<file path="src/rtl/gerenciador_atributos.sv">
// Pet attribute manager: owns fome/felicidade/sono, decays them on a slow
// time base and replenishes the attribute served by the current estado.
module gerenciador_atributos #(
   parameter int unsigned TICK_CYCLES = 4_000_000,
   parameter logic [7:0]  INIT_VAL    = 8'd200,
   parameter int unsigned FOME_PER    = 3,
   parameter int unsigned FELIC_PER   = 5,
   parameter int unsigned SONO_PER    = 4,
   parameter logic [7:0]  DECAY       = 8'd1,
   parameter logic [7:0]  GAIN        = 8'd6,
   parameter logic [7:0]  LOW_THRESH  = 8'd32
) (
   input  logic       clk,
   input  logic       rst,
   input  logic [4:0] estado,
   output logic [7:0] fome,
   output logic [7:0] felicidade,
   output logic [7:0] sono,
   output logic       tick,
   output logic       alerta
);

   localparam logic [4:0] INTRO      = 5'b00000;
   localparam logic [4:0] IDLE       = 5'b00001;
   localparam logic [4:0] DORMINDO   = 5'b00010;
   localparam logic [4:0] COMENDO    = 5'b00100;
   localparam logic [4:0] DANDO_AULA = 5'b01000;
   localparam logic [4:0] MORTO      = 5'b10000;

   localparam int unsigned PW = (TICK_CYCLES > 1) ? $clog2(TICK_CYCLES) : 1;
   localparam logic [PW-1:0] PRESC_LAST = PW'(TICK_CYCLES - 1);
   localparam logic [15:0]   FOME_LAST  = 16'(FOME_PER - 1);
   localparam logic [15:0]   FELIC_LAST = 16'(FELIC_PER - 1);
   localparam logic [15:0]   SONO_LAST  = 16'(SONO_PER - 1);

   logic [PW-1:0] presc_q;
   logic [15:0]   cnt_fome_q, cnt_fome_d;
   logic [15:0]   cnt_felic_q, cnt_felic_d;
   logic [15:0]   cnt_sono_q, cnt_sono_d;
   logic [7:0]    fome_q, fome_d;
   logic [7:0]    felic_q, felic_d;
   logic [7:0]    sono_q, sono_d;
   logic          tick_q;
   logic          alerta_q, alerta_d;
   logic          wrap;
   logic          ativo;
   logic          ev_fome, ev_felic, ev_sono;

   // Gain wins over decay; decay floors at 0, gain saturates at 255.
   function automatic logic [7:0] atualiza(input logic [7:0] v, input logic ganho,
                                           input logic decai, input logic duplo);
      logic [8:0] soma;
      logic [8:0] amt;
      soma = {1'b0, v} + {1'b0, GAIN};
      amt  = duplo ? {DECAY, 1'b0} : {1'b0, DECAY};
      if (ganho) begin
         atualiza = soma[8] ? 8'hff : soma[7:0];
      end else if (decai) begin
         atualiza = ({1'b0, v} < amt) ? 8'h00 : 8'(({1'b0, v} - amt));
      end else begin
         atualiza = v;
      end
   endfunction

   assign wrap  = (presc_q == PRESC_LAST);
   assign ativo = (estado == IDLE) || (estado == DORMINDO) ||
                  (estado == COMENDO) || (estado == DANDO_AULA);
   assign ev_fome  = (cnt_fome_q == FOME_LAST);
   assign ev_felic = (cnt_felic_q == FELIC_LAST);
   assign ev_sono  = (cnt_sono_q == SONO_LAST);

   // Next-state for attributes and decay counters, only changing on tick edges.
   always_comb begin
      fome_d      = fome_q;
      felic_d     = felic_q;
      sono_d      = sono_q;
      cnt_fome_d  = cnt_fome_q;
      cnt_felic_d = cnt_felic_q;
      cnt_sono_d  = cnt_sono_q;
      if (wrap) begin
         if (estado == INTRO) begin
            fome_d      = INIT_VAL;
            felic_d     = INIT_VAL;
            sono_d      = INIT_VAL;
            cnt_fome_d  = '0;
            cnt_felic_d = '0;
            cnt_sono_d  = '0;
         end else if (ativo) begin
            cnt_fome_d  = ev_fome  ? '0 : cnt_fome_q + 16'd1;
            cnt_felic_d = ev_felic ? '0 : cnt_felic_q + 16'd1;
            cnt_sono_d  = ev_sono  ? '0 : cnt_sono_q + 16'd1;
            fome_d  = atualiza(fome_q, estado == COMENDO, ev_fome, estado == DANDO_AULA);
            felic_d = atualiza(felic_q, estado == DANDO_AULA, ev_felic, 1'b0);
            sono_d  = atualiza(sono_q, estado == DORMINDO, ev_sono, estado == DANDO_AULA);
         end
      end
   end

   // Low-attribute flag, evaluated every clock from the current outputs.
   always_comb begin
      alerta_d = ((fome_q < LOW_THRESH) || (felic_q < LOW_THRESH) || (sono_q < LOW_THRESH)) &&
                 (estado != MORTO);
   end

   // State registers with synchronous reset.
   always_ff @(posedge clk) begin
      if (rst) begin
         presc_q     <= '0;
         cnt_fome_q  <= '0;
         cnt_felic_q <= '0;
         cnt_sono_q  <= '0;
         fome_q      <= INIT_VAL;
         felic_q     <= INIT_VAL;
         sono_q      <= INIT_VAL;
         tick_q      <= 1'b0;
         alerta_q    <= 1'b0;
      end else begin
         presc_q     <= wrap ? '0 : presc_q + PW'(1);
         cnt_fome_q  <= cnt_fome_d;
         cnt_felic_q <= cnt_felic_d;
         cnt_sono_q  <= cnt_sono_d;
         fome_q      <= fome_d;
         felic_q     <= felic_d;
         sono_q      <= sono_d;
         tick_q      <= wrap;
         alerta_q    <= alerta_d;
      end
   end

   assign fome       = fome_q;
   assign felicidade = felic_q;
   assign sono       = sono_q;
   assign tick       = tick_q;
   assign alerta     = alerta_q;

endmodule

</file>
<file path="config.mk">
export PLATFORM = sky130hd
export DESIGN_NAME = gerenciador_atributos
export DESIGN_NICKNAME = d
export VERILOG_FILES = /design/src/rtl/gerenciador_atributos.sv
export SDC_FILE = /design/constraint.sdc
export NUM_CORES = 1
export LEC_CHECK = 0
export ABC_AREA = 1
export ABC_CLOCK_PERIOD_IN_PS = 5170
export CORE_MARGIN = 3
export CORE_UTILIZATION = 45
export CTS_CLUSTER_DIAMETER = 200
export CTS_CLUSTER_SIZE = 20
export DETAILED_ROUTE_END_ITERATION = 7
export GPL_ROUTABILITY_DRIVEN = 0
export HOLD_SLACK_MARGIN = 0.08
export SETUP_SLACK_MARGIN = 0.3
export SYNTH_ARGS = -nofsm -noshare
export SYNTH_HDL_FRONTEND = slang
export SYNTH_SLANG_ARGS = --single-unit
</file>
<file path="constraint.sdc">
create_clock -name clk -period 5.17 [get_ports clk]
set_clock_uncertainty 0.2 [all_clocks]
set_input_delay 1.034 -clock clk [delete_from_list [all_inputs] [get_ports clk]]
set_output_delay 1.034 -clock clk [all_outputs]
set_load 0.05 [all_outputs]
</file>
==> results by group <==
Timing
  – Setup TNS Final: 0 ns
  – Final WS setup: 1.59 ns
  – Hold_ws: 0.252 ns
  – Fmax: 279 MHz
  – Fin crit share: 69.3%
  – Hold Vio Cnt, Final: 0
  – Worst slew pin tran: 0.853 ns
  – Max-slew violation count: 0
  – Worst slew margin: 43.0%
  – Final setup viols: 0
  – RSZ-0062 raised after global routing: no
  – Post-layout min period: 3.58 ns

Run
  – Max-cap viol count: 0

Detailed routing
  – Final WL: 16.8 mm
  – Routed len/inst: 13.2 um
  – Drt drc: 0
  – DR vias/cell: 5.26
  – Routed Antenna Nets: 0
  – Vias: 6690
  – DRT iter0 DRCs: 389
  – Initial DRT Pass Iterations: 5

Clocking
  – Clk_lat worst skew: 0.35 ns
  – Htree depth: 3
  – CTS tree: built
  – # resized after CTS: 0
  – Clock buffer depth: 2
  – Worst-path clk slew: 0.07 ns
  – # hold bufs at CTS: 0
  – Setup bufs post-CTS: 0
  – CTS Sinks: 96
  – CTS buffer count: 9
  – Root buffer cell: clkbuf_16

Pwr
  – Pleak: 3.14 nW
  – P per Cell Area: 198 mW/mm^2
  – Peak supply drop: 0.131 mV
  – Total power draw: 1.44 mW

Hold path
  – Worst hold path startpoint: presc_q[0]
  – Hold Path Class: reg -> reg

Synth
  – Avg Cell Area, Syn: 6.15 um^2
  – Yosys warns: 0
  – Syn Inst Count: 1071
  – Yosys reg bits: 96
  – Post-synthesis cell area: 0.00659 mm^2
  – Register area share after synthesis: 29.2%
  – Syn_nets: 1097
  – Yosys cell types: 38

Floorplan
  – # rows: 43
  – Die height: 127 um
  – Die W: 127 um
  – Core box area: 0.0141 mm^2
  – I/O pins: 33
  – Initial Utilization: 46.7%
  – Die ar.: 0.0161 mm^2

Placement
  – Post-place setup slack: 1.26 ns
  – I/O Buffers: 32
  – DP HPWL: 11.8 mm

Critical path
  – Worst EP required: 5.22 ns
  – RR Startpoint: presc_q[0]
  – Worst Setup End Kind: flop
  – WS Path Type: in -> reg
  – Crit path arrival time: 3.63 ns
  – Crit path from: estado[3]
  – Startpoint Class: primary input
  – CP max FO: 17

Finish
  – Antenna cells: 0
  – Layout cells sized above 1: 4.85%
  – Final core utilization: 51.4%
  – Nets: 1114
  – Area added between synthesis and finish: 9.99%

Outcome
  – Outcome: complete, no violations

GRT
  – Total grt overflow: 0
  – Largest net degree at the start of global routing: 53
  – Initial antenna violation count: 0
  – Overall Global Routing Usage: 21.3%
  – First-pass GRT wire length: 28.9 mm
  – Number of global-route vias before repair: 5975
-- through the flow --
stage	instances	instance area, um^2
6_report	1273	7240
5_1_grt	1273	7240
4_1_cts	1273	7240
3_5_place_dp	1257	6960
3_3_place_gp	1257	6960
2_1_floorplan	1071	6590
-- cells in the mapped netlist, drive strengths merged --
cell type,n,area share [%]
a31o,1,0.13
o21a,1,0.11
o21ai,33,2.5
buf,19,2.2
nor2,153,9.6
a311oi,1,0.13
fa,2,0.61
a211oi,1,0.11
nand4,56,5.6
xnor2,4,0.53
nand2,307,18
a31oi,3,0.28
clkbuf,9,0.51
inv,123,7.0
nor4,1,0.095
nand3,102,8.1
xor2,16,2.1
dfxtp,96,29
or2,5,0.47
o21bai,2,0.23
nor3,30,2.4
ha,17,3.2
a21oi,89,6.9
-- cell type report --
cell class              count  area (um^2)
fillers                  1474         6850
multi-input cells         824         4030
flip-flops and latches     96         1920
inverters                 123          462
repair buffers             34          330
clock buffers              10          239
well taps                 180          225
clock inverters             6         41.3
-- path summary, 6_finish.rpt --
path                                  endpoint  slack [ns]  depth (start not counted)
worst max-delay path                   sono[6]        1.59                         13
worst min-delay path                presc_q[0]        0.25                          1
worst max register to register  cnt_felic_q[2]        2.62                         10
worst min register to register      presc_q[0]        0.25                          1
-- cell usage in the layout (no fill, tap or decap), types with 3 or more instances in the layout --
cell and n:
nand2_2 5, clkinv_2 3, dfxtp_1 96, xnor2_1 4, a31oi_1 3, clkbuf_16 9
inv_2 4, nand2_1 300, nand4_1 53, nor2_1 145, a21oi_1 87, inv_1 119
clkdlybuf4s50_1 31, nand3_1 99, o21ai_0 33, ha_1 17, nor2_4 5, or2_2 4
nor3_1 28, xor2_1 16, nand4_2 3
-- report_power, final --
group	internal [mW]	switching (mW)
registers	0.741	0.00123
logic	0.0137	0.0370
clock network	0.341	0.304
total	1.10	0.342
-- cells by family after synthesis --
family / Yosys count / share of synthesized area, %
and+or+nand+nor: 654 / 44.2
buffers and inverters: 151 / 9.75
AOI/OAI and AO/OA: 131 / 10.4
DFF: 96 / 29.2
xor gates and xnor gates: 20 / 2.66
adders and majority gates: 19 / 3.84
-- per-layer routing --
metal | up-vias | track usage [%] | wire length (um)
met5 | - | 0 | 0
met4 | 0 | 6.62 | 265
met3 | 21 | 2.72 | 647
met2 | 119 | 32.8 | 7420
met1 | 3015 | 30.9 | 8510
li1 | 3535 | - | -
-- critical path, stage by stage --
cell and delay, ns:
clkdlybuf4s50_1 0.63, nand4_2 0.48, fa_1 0.59, inv_1 0.08, nand2_1 0.07, nor2_1 0.18
inv_1 0.09, o21ai_0 0.15, nand3_1 0.09, nand2_1 0.07, nand2_1 0.04, nand2_1 0.07
nand2_1 0.04
-- sequential cells by signal, indices dropped and copies added (netlist names) --
register / count
presc_q: 22
cnt_felic_q: 16
cnt_fome_q: 16
cnt_sono_q: 16
felicidade: 8
fome: 8
sono: 8
alerta: 1
tick: 1
No activity file was read; power rests on OpenSTA's default activity.
